**src/rtl/pipe_ctrl_pkg.sv**
```systemverilog
// pipe_ctrl_pkg: FSM state encodings and default parameters for the pipeline sequencer
package pipe_ctrl_pkg;
   localparam logic [1:0] RUN    = 2'd0;
   localparam logic [1:0] DRAIN  = 2'd1;
   localparam logic [1:0] HALTED = 2'd2;
   localparam logic [1:0] ERR    = 2'd3;
   localparam int CNT_W_DEF    = 16;
   localparam int WDOG_CYC_DEF = 64;
endpackage

```
**src/rtl/sat_counter.sv**
```systemverilog
// sat_counter: up-counter that holds at all-ones; clk/clr (sync) / inc in, q out
module sat_counter #(
   parameter int W = 16
) (
   input  logic         clk,
   input  logic         clr,
   input  logic         inc,
   output logic [W-1:0] q
);
   always_ff @(posedge clk)
      if (clr) q <= '0;
      else if (inc && q != '1) q <= q + 1'b1;
endmodule

```
**src/rtl/pipe_stall_ctrl.sv**
```systemverilog
// pipe_stall_ctrl: prioritised stage enables, NOP injection and PC redirect for the 5-stage core
// Inputs: hazStall, brTaken, imemStall, dmemStall, haltID, haltWB; sync active-high rst.
// Outputs: per-stage write enables, flush/bubble, pcRedirect, halted/err/state, stallCnt/flushCnt.
module pipe_stall_ctrl
   import pipe_ctrl_pkg::*;
#(
   parameter int CNT_W    = CNT_W_DEF,
   parameter int WDOG_CYC = WDOG_CYC_DEF
) (
   input  logic             clk,
   input  logic             rst,
   input  logic             hazStall,
   input  logic             brTaken,
   input  logic             imemStall,
   input  logic             dmemStall,
   input  logic             haltID,
   input  logic             haltWB,
   output logic             PCwriteEn,
   output logic             pcRedirect,
   output logic             IFIDwriteEn,
   output logic             IFIDflush,
   output logic             IDEXwriteEn,
   output logic             IDEXbubble,
   output logic             EXMEMwriteEn,
   output logic             MEMWBwriteEn,
   output logic             halted,
   output logic             err,
   output logic [1:0]       state,
   output logic [CNT_W-1:0] stallCnt,
   output logic [CNT_W-1:0] flushCnt
);
   localparam int WW = WDOG_CYC > 1 ? $clog2(WDOG_CYC) : 1;
   localparam logic [WW-1:0] WD_MAX = WW'(WDOG_CYC - 1);
   logic [WW-1:0] wdog;
   logic [1:0] cs, nxt;
   logic h, b, i, d, inRun, inDrain, live, active, brWin, hzWin, imWin;
   // while rst is high the decode behaves as RUN with every input at 0
   assign cs = rst ? RUN : state;
   assign h = hazStall & ~rst;
   assign b = brTaken & ~rst;
   assign i = imemStall & ~rst;
   assign d = dmemStall & ~rst;
   assign inRun = cs == RUN;
   assign inDrain = cs == DRAIN;
   assign active = (inRun | inDrain) & ~d;
   assign brWin = inRun & ~d & b;
   assign hzWin = inRun & ~d & ~b & h;
   assign imWin = inRun & ~d & ~b & ~h & i;
   assign PCwriteEn = inRun & ~d & (b | (~h & ~i));
   assign pcRedirect = brWin;
   assign IFIDwriteEn = active & ~hzWin;
   assign IFIDflush = brWin | imWin | (inDrain & ~d);
   assign IDEXwriteEn = active;
   assign IDEXbubble = brWin | hzWin | (inDrain & ~d);
   assign EXMEMwriteEn = active;
   assign MEMWBwriteEn = active;
   assign halted = state == HALTED;
   assign err = state == ERR;
   assign live = state == RUN || state == DRAIN;
   always_comb begin
      nxt = state;
      if (live && dmemStall && wdog == WD_MAX) nxt = ERR;
      else if (state == RUN) nxt = (haltID & ~dmemStall & ~brTaken & ~hazStall) ? DRAIN : RUN;
      else if (state == DRAIN) nxt = (haltWB & ~dmemStall) ? HALTED : DRAIN;
   end
   always_ff @(posedge clk)
      if (rst) begin
         state <= RUN;
         wdog  <= '0;
      end else begin
         state <= nxt;
         wdog  <= !dmemStall ? '0 : live ? wdog + 1'b1 : wdog;
      end
   sat_counter #(.W(CNT_W)) uStall (
      .clk(clk), .clr(rst), .inc(live & ~PCwriteEn), .q(stallCnt)
   );
   sat_counter #(.W(CNT_W)) uFlush (
      .clk(clk), .clr(rst), .inc(brWin), .q(flushCnt)
   );
endmodule

```
**config.mk**
```make
export PLATFORM = sky130hd
export DESIGN_NAME = pipe_stall_ctrl
export DESIGN_NICKNAME = d
export VERILOG_FILES = /design/src/rtl/pipe_ctrl_pkg.sv /design/src/rtl/sat_counter.sv /design/src/rtl/pipe_stall_ctrl.sv
export SDC_FILE = /design/constraint.sdc
export NUM_CORES = 1
export LEC_CHECK = 0
export CAP_MARGIN = 20
export CELL_PAD_IN_SITES_DETAIL_PLACEMENT = 1
export CELL_PAD_IN_SITES_GLOBAL_PLACEMENT = 2
export CORE_MARGIN = 1
export CORE_UTILIZATION = 31
export DETAILED_ROUTE_END_ITERATION = 8
export PLACE_DENSITY = 0.93
export SLEW_MARGIN = 40
export SYNTH_ARGS = -nofsm -noshare
export SYNTH_HDL_FRONTEND = slang
export SYNTH_HIERARCHICAL = 1
export SYNTH_SLANG_ARGS = --single-unit
export TNS_END_PERCENT = 1
```
**constraint.sdc**
```tcl
create_clock -name clk -period 7.1 [get_ports clk]
set_clock_uncertainty 0.1 [all_clocks]
set_input_delay 2.13 -clock clk [delete_from_list [all_inputs] [get_ports clk]]
set_output_delay 2.13 -clock clk [all_outputs]
set_load 0.005 [all_outputs]
```
==> flow_summary.html, run 1 <==
<table>
<tr><th>Metric</th><th>Value</th></tr>
<tr><th colspan="2">Routing</th></tr>
<tr><td>Router iterations before antenna repair</td><td>4</td></tr>
<tr><td>Total wirelength of the detailed-routed design</td><td>5800 um</td></tr>
<tr><td>Remaining antenna violation count</td><td>0</td></tr>
<tr><td>Avg WL per Cell</td><td>15.0 um</td></tr>
<tr><td>First-iteration detailed-routing DRC count</td><td>76</td></tr>
<tr><td>DRC Markers</td><td>0</td></tr>
<tr><td>Vias per Instance</td><td>5.59</td></tr>
<tr><td>Total number of vias</td><td>2158</td></tr>
<tr><th colspan="2">Timing</th></tr>
<tr><td>Post-layout minimum cycle time</td><td>6.09 ns</td></tr>
<tr><td>Maximum clock frequency</td><td>0.164 GHz</td></tr>
<tr><td>Total negative slack for setup checks</td><td>0 ns</td></tr>
<tr><td>Slew at the pin closest to its max-slew limit</td><td>0.674 ns</td></tr>
<tr><td>Final Hold Vio Count</td><td>0</td></tr>
<tr><td>Total count of max-transition violations in the final report</td><td>0</td></tr>
<tr><td>Worst slew slack as a fraction of its limit</td><td>54.4%</td></tr>
<tr><td>Final Cycle Share</td><td>85.7%</td></tr>
<tr><td>Unrepaired setup endpoints after global routing</td><td>no</td></tr>
<tr><td>Final setup violation count</td><td>0</td></tr>
<tr><th colspan="2">Power</th></tr>
<tr><td>Sequential share of power</td><td>54.5%</td></tr>
<tr><td>Int Pwr</td><td>322 uW</td></tr>
<tr><td>Worst vdd rail ir drop</td><td>0.0575 mV</td></tr>
<tr><td>Part of the power in the clock network</td><td>38.1%</td></tr>
<tr><td>Power dissipated by switching net loads</td><td>98.6 uW</td></tr>
<tr><td>Switching Fraction</td><td>23.5%</td></tr>
<tr><td>Proportion of power drawn by combinational gates</td><td>7.4%</td></tr>
<tr><td>LEAKAGE</td><td>0.000925 uW</td></tr>
<tr><td>Power density over the cells</td><td>148 nW/um2</td></tr>
<tr><th colspan="2">Final layout</th></tr>
<tr><td>Number of nets in the layout</td><td>316</td></tr>
<tr><td>Share of cells above drive strength 1</td><td>7.19%</td></tr>
<tr><td>Area grow syn2layout</td><td>31.2%</td></tr>
<tr><td>Diodes inserted</td><td>0</td></tr>
<tr><td>Area of all placed cells without fillers</td><td>2840 um2</td></tr>
<tr><td>Most frequent cells in the layout</td><td>sky130_fd_sc_hd__clkdlybuf4s50_1, sky130_fd_sc_hd__dfxtp_1, sky130_fd_sc_hd__a21oi_1</td></tr>
<tr><td>Number of fill cells in the layout</td><td>809</td></tr>
<tr><td>Number of standard cells in the final layout excluding fillers</td><td>386</td></tr>
<tr><td>Leading cell type in the layout, fill and taps excluded</td><td>sky130_fd_sc_hd__clkdlybuf4s50_1</td></tr>
<tr><th colspan="2">Setup path</th></tr>
<tr><td>Type of the worst setup path</td><td>primary input to primary output</td></tr>
<tr><td>Required time worst endpoint</td><td>4.87 ns</td></tr>
<tr><td>Critical path's largest stage delay</td><td>0.50 ns</td></tr>
<tr><td>Worst reg2reg endpoint</td><td>uStall/q[11]</td></tr>
<tr><td>Crit path top cell by count</td><td>sky130_fd_sc_hd__clkdlybuf4s50_1</td></tr>
<tr><td>Largest fanout on the critical path</td><td>8</td></tr>
<tr><td>Reg2Reg Setup Slack</td><td>4.58 ns</td></tr>
<tr><td>Type of origin of the critical path</td><td>primary input</td></tr>
<tr><td>CP Data Arrival Time</td><td>3.86 ns</td></tr>
<tr><td>Worst-path cell with the longest stage delay</td><td>sky130_fd_sc_hd__clkdlybuf4s50_1</td></tr>
<tr><td>CP Buf/Inv Count</td><td>3</td></tr>
<tr><td>Crit Reg-Reg Startpoint</td><td>state[0]</td></tr>
<tr><td>Ordered list of cells on the worst path</td><td>clkdlybuf4s50_1, nor2_2, nand2_1, nor3b_1, buf_4, clkdlybuf4s50_1</td></tr>
<tr><td>Kind of cell adding the most delay to the critical path</td><td>buffers and inverters</td></tr>
<tr><td>Depth of the worst register-to-register path</td><td>5</td></tr>
<tr><td>Nature of the critical path endpoint</td><td>primary output</td></tr>
<tr><th colspan="2">Floorplanning</th></tr>
<tr><td>Core Area</td><td>6760 um2</td></tr>
<tr><td>Number of I/O pins</td><td>52</td></tr>
<tr><td>Starting density of the core</td><td>32.1%</td></tr>
<tr><td>Die span in y</td><td>85.6 um</td></tr>
<tr><td>Total die area</td><td>7330 um2</td></tr>
<tr><td>Core Rows</td><td>30</td></tr>
<tr><td>Overall die width</td><td>85.6 um</td></tr>
<tr><th colspan="2">CTS</th></tr>
<tr><td>Total of hold buffers inserted after clock tree synthesis</td><td>0</td></tr>
<tr><td>Number of post-CTS setup repair buffers</td><td>0</td></tr>
<tr><td>Clock network latency to the later pin of the worst-skew pair</td><td>0.30 ns</td></tr>
<tr><td>Resized Gates After CTS</td><td>0</td></tr>
<tr><td>CTS Sinks</td><td>40</td></tr>
<tr><td>Clock-pin transition on the worst setup and hold timing paths</td><td>0.07 ns</td></tr>
<tr><td>H-tree levels</td><td>2</td></tr>
<tr><td>Clock Path Buffers</td><td>2</td></tr>
<tr><td>TritonCTS clock tree</td><td>yes</td></tr>
<tr><td>Total CTS buffers</td><td>5</td></tr>
<tr><td>Root buf cell</td><td>sky130_fd_sc_hd__clkbuf_8</td></tr>
<tr><th colspan="2">Logic synthesis</th></tr>
<tr><td>Post-synthesis net count</td><td>266</td></tr>
<tr><td>Asr flop ratio synth</td><td>0%</td></tr>
<tr><td>Number of distinct library cells after synthesis</td><td>46</td></tr>
<tr><td>Synthesized netlist cell count</td><td>255</td></tr>
<tr><td>Sequential fraction of the synthesis area</td><td>37.0%</td></tr>
<tr><td>Post-synth EDFFs</td><td>0</td></tr>
<tr><td>Synthesized area per cell</td><td>8.50 um2</td></tr>
<tr><td>Yosys reg bits</td><td>40</td></tr>
<tr><td>Primary FF master, synth</td><td>sky130_fd_sc_hd__dfxtp_1</td></tr>
<tr><td>Mapped cell area</td><td>2170 um2</td></tr>
<tr><td>Synth warn</td><td>6</td></tr>
<tr><th colspan="2">Placed design</th></tr>
<tr><td>Cell Area, Placed</td><td>2730 um2</td></tr>
<tr><td>DPL Wire Length</td><td>4060 um</td></tr>
<tr><td>Routability-driven placement congestion ratio</td><td>0.757</td></tr>
<tr><td>Buffers on Ports</td><td>51</td></tr>
<tr><td>Number of placed cells counting well taps</td><td>376</td></tr>
<tr><th colspan="2">Global routing</th></tr>
<tr><td>Vias in the first global route</td><td>2032</td></tr>
<tr><td>Initial antenna violation count</td><td>0</td></tr>
<tr><td>Total congestion overflow</td><td>0</td></tr>
<tr><td>Pin count of the biggest net entering global routing</td><td>41</td></tr>
<tr><td>Aggregate global-route resource usage</td><td>16.2%</td></tr>
<tr><td>Wire length of the first global-routing pass</td><td>9490 um</td></tr>
<tr><th colspan="2">Hold path</th></tr>
<tr><td>Endpoint of the worst hold path</td><td>wdog[5]</td></tr>
<tr><td>Start point of the worst min-delay path</td><td>wdog[5]</td></tr>
<tr><td>Path type of the worst min-delay path</td><td>flip-flop to flip-flop</td></tr>
<tr><td>Number of instances on the worst hold path</td><td>2</td></tr>
<tr><th colspan="2">Status</th></tr>
<tr><td>Outcome</td><td>finished clean</td></tr>
<tr><th colspan="2">Flow run</th></tr>
<tr><td>Reported max-cap violation count</td><td>0</td></tr>
</table>
## how the worst max path moves through the flow
stage	from	endpoint	depth (start not counted)
2_1_floorplan	dmemStall	pcRedirect	3
3_3_place_gp	dmemStall	pcRedirect	6
3_5_place_dp	dmemStall	pcRedirect	6
4_1_cts	dmemStall	pcRedirect	6
5_1_grt	dmemStall	pcRedirect	6
6_report	dmemStall	pcRedirect	6
## Yosys cell counts (2+ instances only)
master | count | share of area, %
sky130_fd_sc_hd__mux2_2 | 2 | 1.0
sky130_fd_sc_hd__inv_1 | 8 | 1.4
sky130_fd_sc_hd__or3_1 | 7 | 2.0
sky130_fd_sc_hd__mux2i_1 | 3 | 1.4
sky130_fd_sc_hd__dfxtp_1 | 40 | 37
sky130_fd_sc_hd__nand3_1 | 12 | 2.8
sky130_fd_sc_hd__nor4_4 | 2 | 2.0
sky130_fd_sc_hd__o31ai_1 | 12 | 4.2
sky130_fd_sc_hd__buf_4 | 3 | 1.0
sky130_fd_sc_hd__o21ai_0 | 10 | 2.3
sky130_fd_sc_hd__a21o_1 | 2 | 0.69
sky130_fd_sc_hd__buf_2 | 3 | 0.69
sky130_fd_sc_hd__nor3_1 | 9 | 2.1
sky130_fd_sc_hd__xnor2_1 | 6 | 2.4
sky130_fd_sc_hd__and3_1 | 2 | 0.58
sky130_fd_sc_hd__nor4bb_1 | 2 | 0.92
sky130_fd_sc_hd__ha_1 | 3 | 1.7
sky130_fd_sc_hd__nand2_1 | 16 | 2.8
sky130_fd_sc_hd__a31oi_1 | 2 | 0.58
sky130_fd_sc_hd__a21oi_1 | 23 | 5.3
sky130_fd_sc_hd__o21a_1 | 2 | 0.69
sky130_fd_sc_hd__nor4_1 | 4 | 1.2
sky130_fd_sc_hd__nand3b_1 | 2 | 0.69
sky130_fd_sc_hd__nor2b_1 | 5 | 1.4
sky130_fd_sc_hd__buf_1 | 2 | 0.35
sky130_fd_sc_hd__clkbuf_1 | 4 | 0.69
sky130_fd_sc_hd__nand4_4 | 2 | 2.0
sky130_fd_sc_hd__xor2_1 | 2 | 0.81
sky130_fd_sc_hd__and4_1 | 6 | 2.4
sky130_fd_sc_hd__o311ai_0 | 2 | 0.81
sky130_fd_sc_hd__o41ai_1 | 2 | 0.81
sky130_fd_sc_hd__nand2_2 | 2 | 0.58
sky130_fd_sc_hd__nand4_1 | 7 | 2.0
sky130_fd_sc_hd__or4_1 | 14 | 4.8
sky130_fd_sc_hd__nor2_1 | 21 | 3.6
## power groups by stage
stage	Clock (uW)	Sequential [uW]	Combinational [uW]
2_1_floorplan	0	233	15.1
3_3_place_gp	0	234	30.3
3_5_place_dp	0	235	30.9
4_1_cts	166	229	31.2
5_1_grt	175	230	34.2
6_report	160	229	31.1
## worst register-to-register path: cells and delay by family (launching register included)
family / cells / cell delay [ns]
compound gates: 1 / 0.51
flops: 1 / 0.55
mux: 1 / 0.36
simple gates: 3 / 0.89
## per-layer routing
layer	wire length [um]	GRT usage [%]	share of wire, %	up-vias
met3	222	4.33	3.8	7
met5	0	0	0	-
met1	2700	19.6	47	1060
met2	2820	28.2	49	32
li1	-	-	-	1059
met4	60	4.55	1.0	0
## kinds of logic (layout without fill, tap and decap cells)
kind of cell / Yosys count / in the layout / share of synthesized area [%]
simple gates: 120 / 120 / 34.6
compound gates: 59 / 59 / 16.9
flops: 40 / 40 / 37.0
buf+inv: 20 / 71 / 4.16
xor+xnor: 8 / 8 / 3.23
mux: 5 / 5 / 2.42
fa+ha+maj: 3 / 3 / 1.73
## cell type report
class,count,area [um2],share of cell area (%)
multi-input combinational,195,1280,45.1
tap,80,100,3.52
clock buffer,8,90.1,3.17
sequential,40,801,28.2
timing repair buffer,55,541,19.0
inverter,8,30.0,1.06
## through the flow
stage	worst slack [ns]	utilization, %	hold slack [ns]	power, uW
2_1_floorplan	1.96	-	0.359	249
3_3_place_gp	1.06	40.4	0.375	265
3_5_place_dp	0.998	40.4	0.395	265
4_1_cts	0.988	41.8	0.406	426
5_1_grt	0.906	42.1	0.442	439
6_report	1.01	42.1	0.419	420
## registers in the layout, indices dropped and copies added, names as in the netlist
register / count
uFlush/q: 16
uStall/q: 16
wdog: 6
state: 2
(Power assumes the default switching activity.)
==> run 2: changes to the inputs <==
CORE_MARGIN = unset   (was 1)
CTS_CLUSTER_SIZE = 10   (was unset)
==> results of run 2 <==
The final DEF is identical to that of run 1; final timing and power are the same.
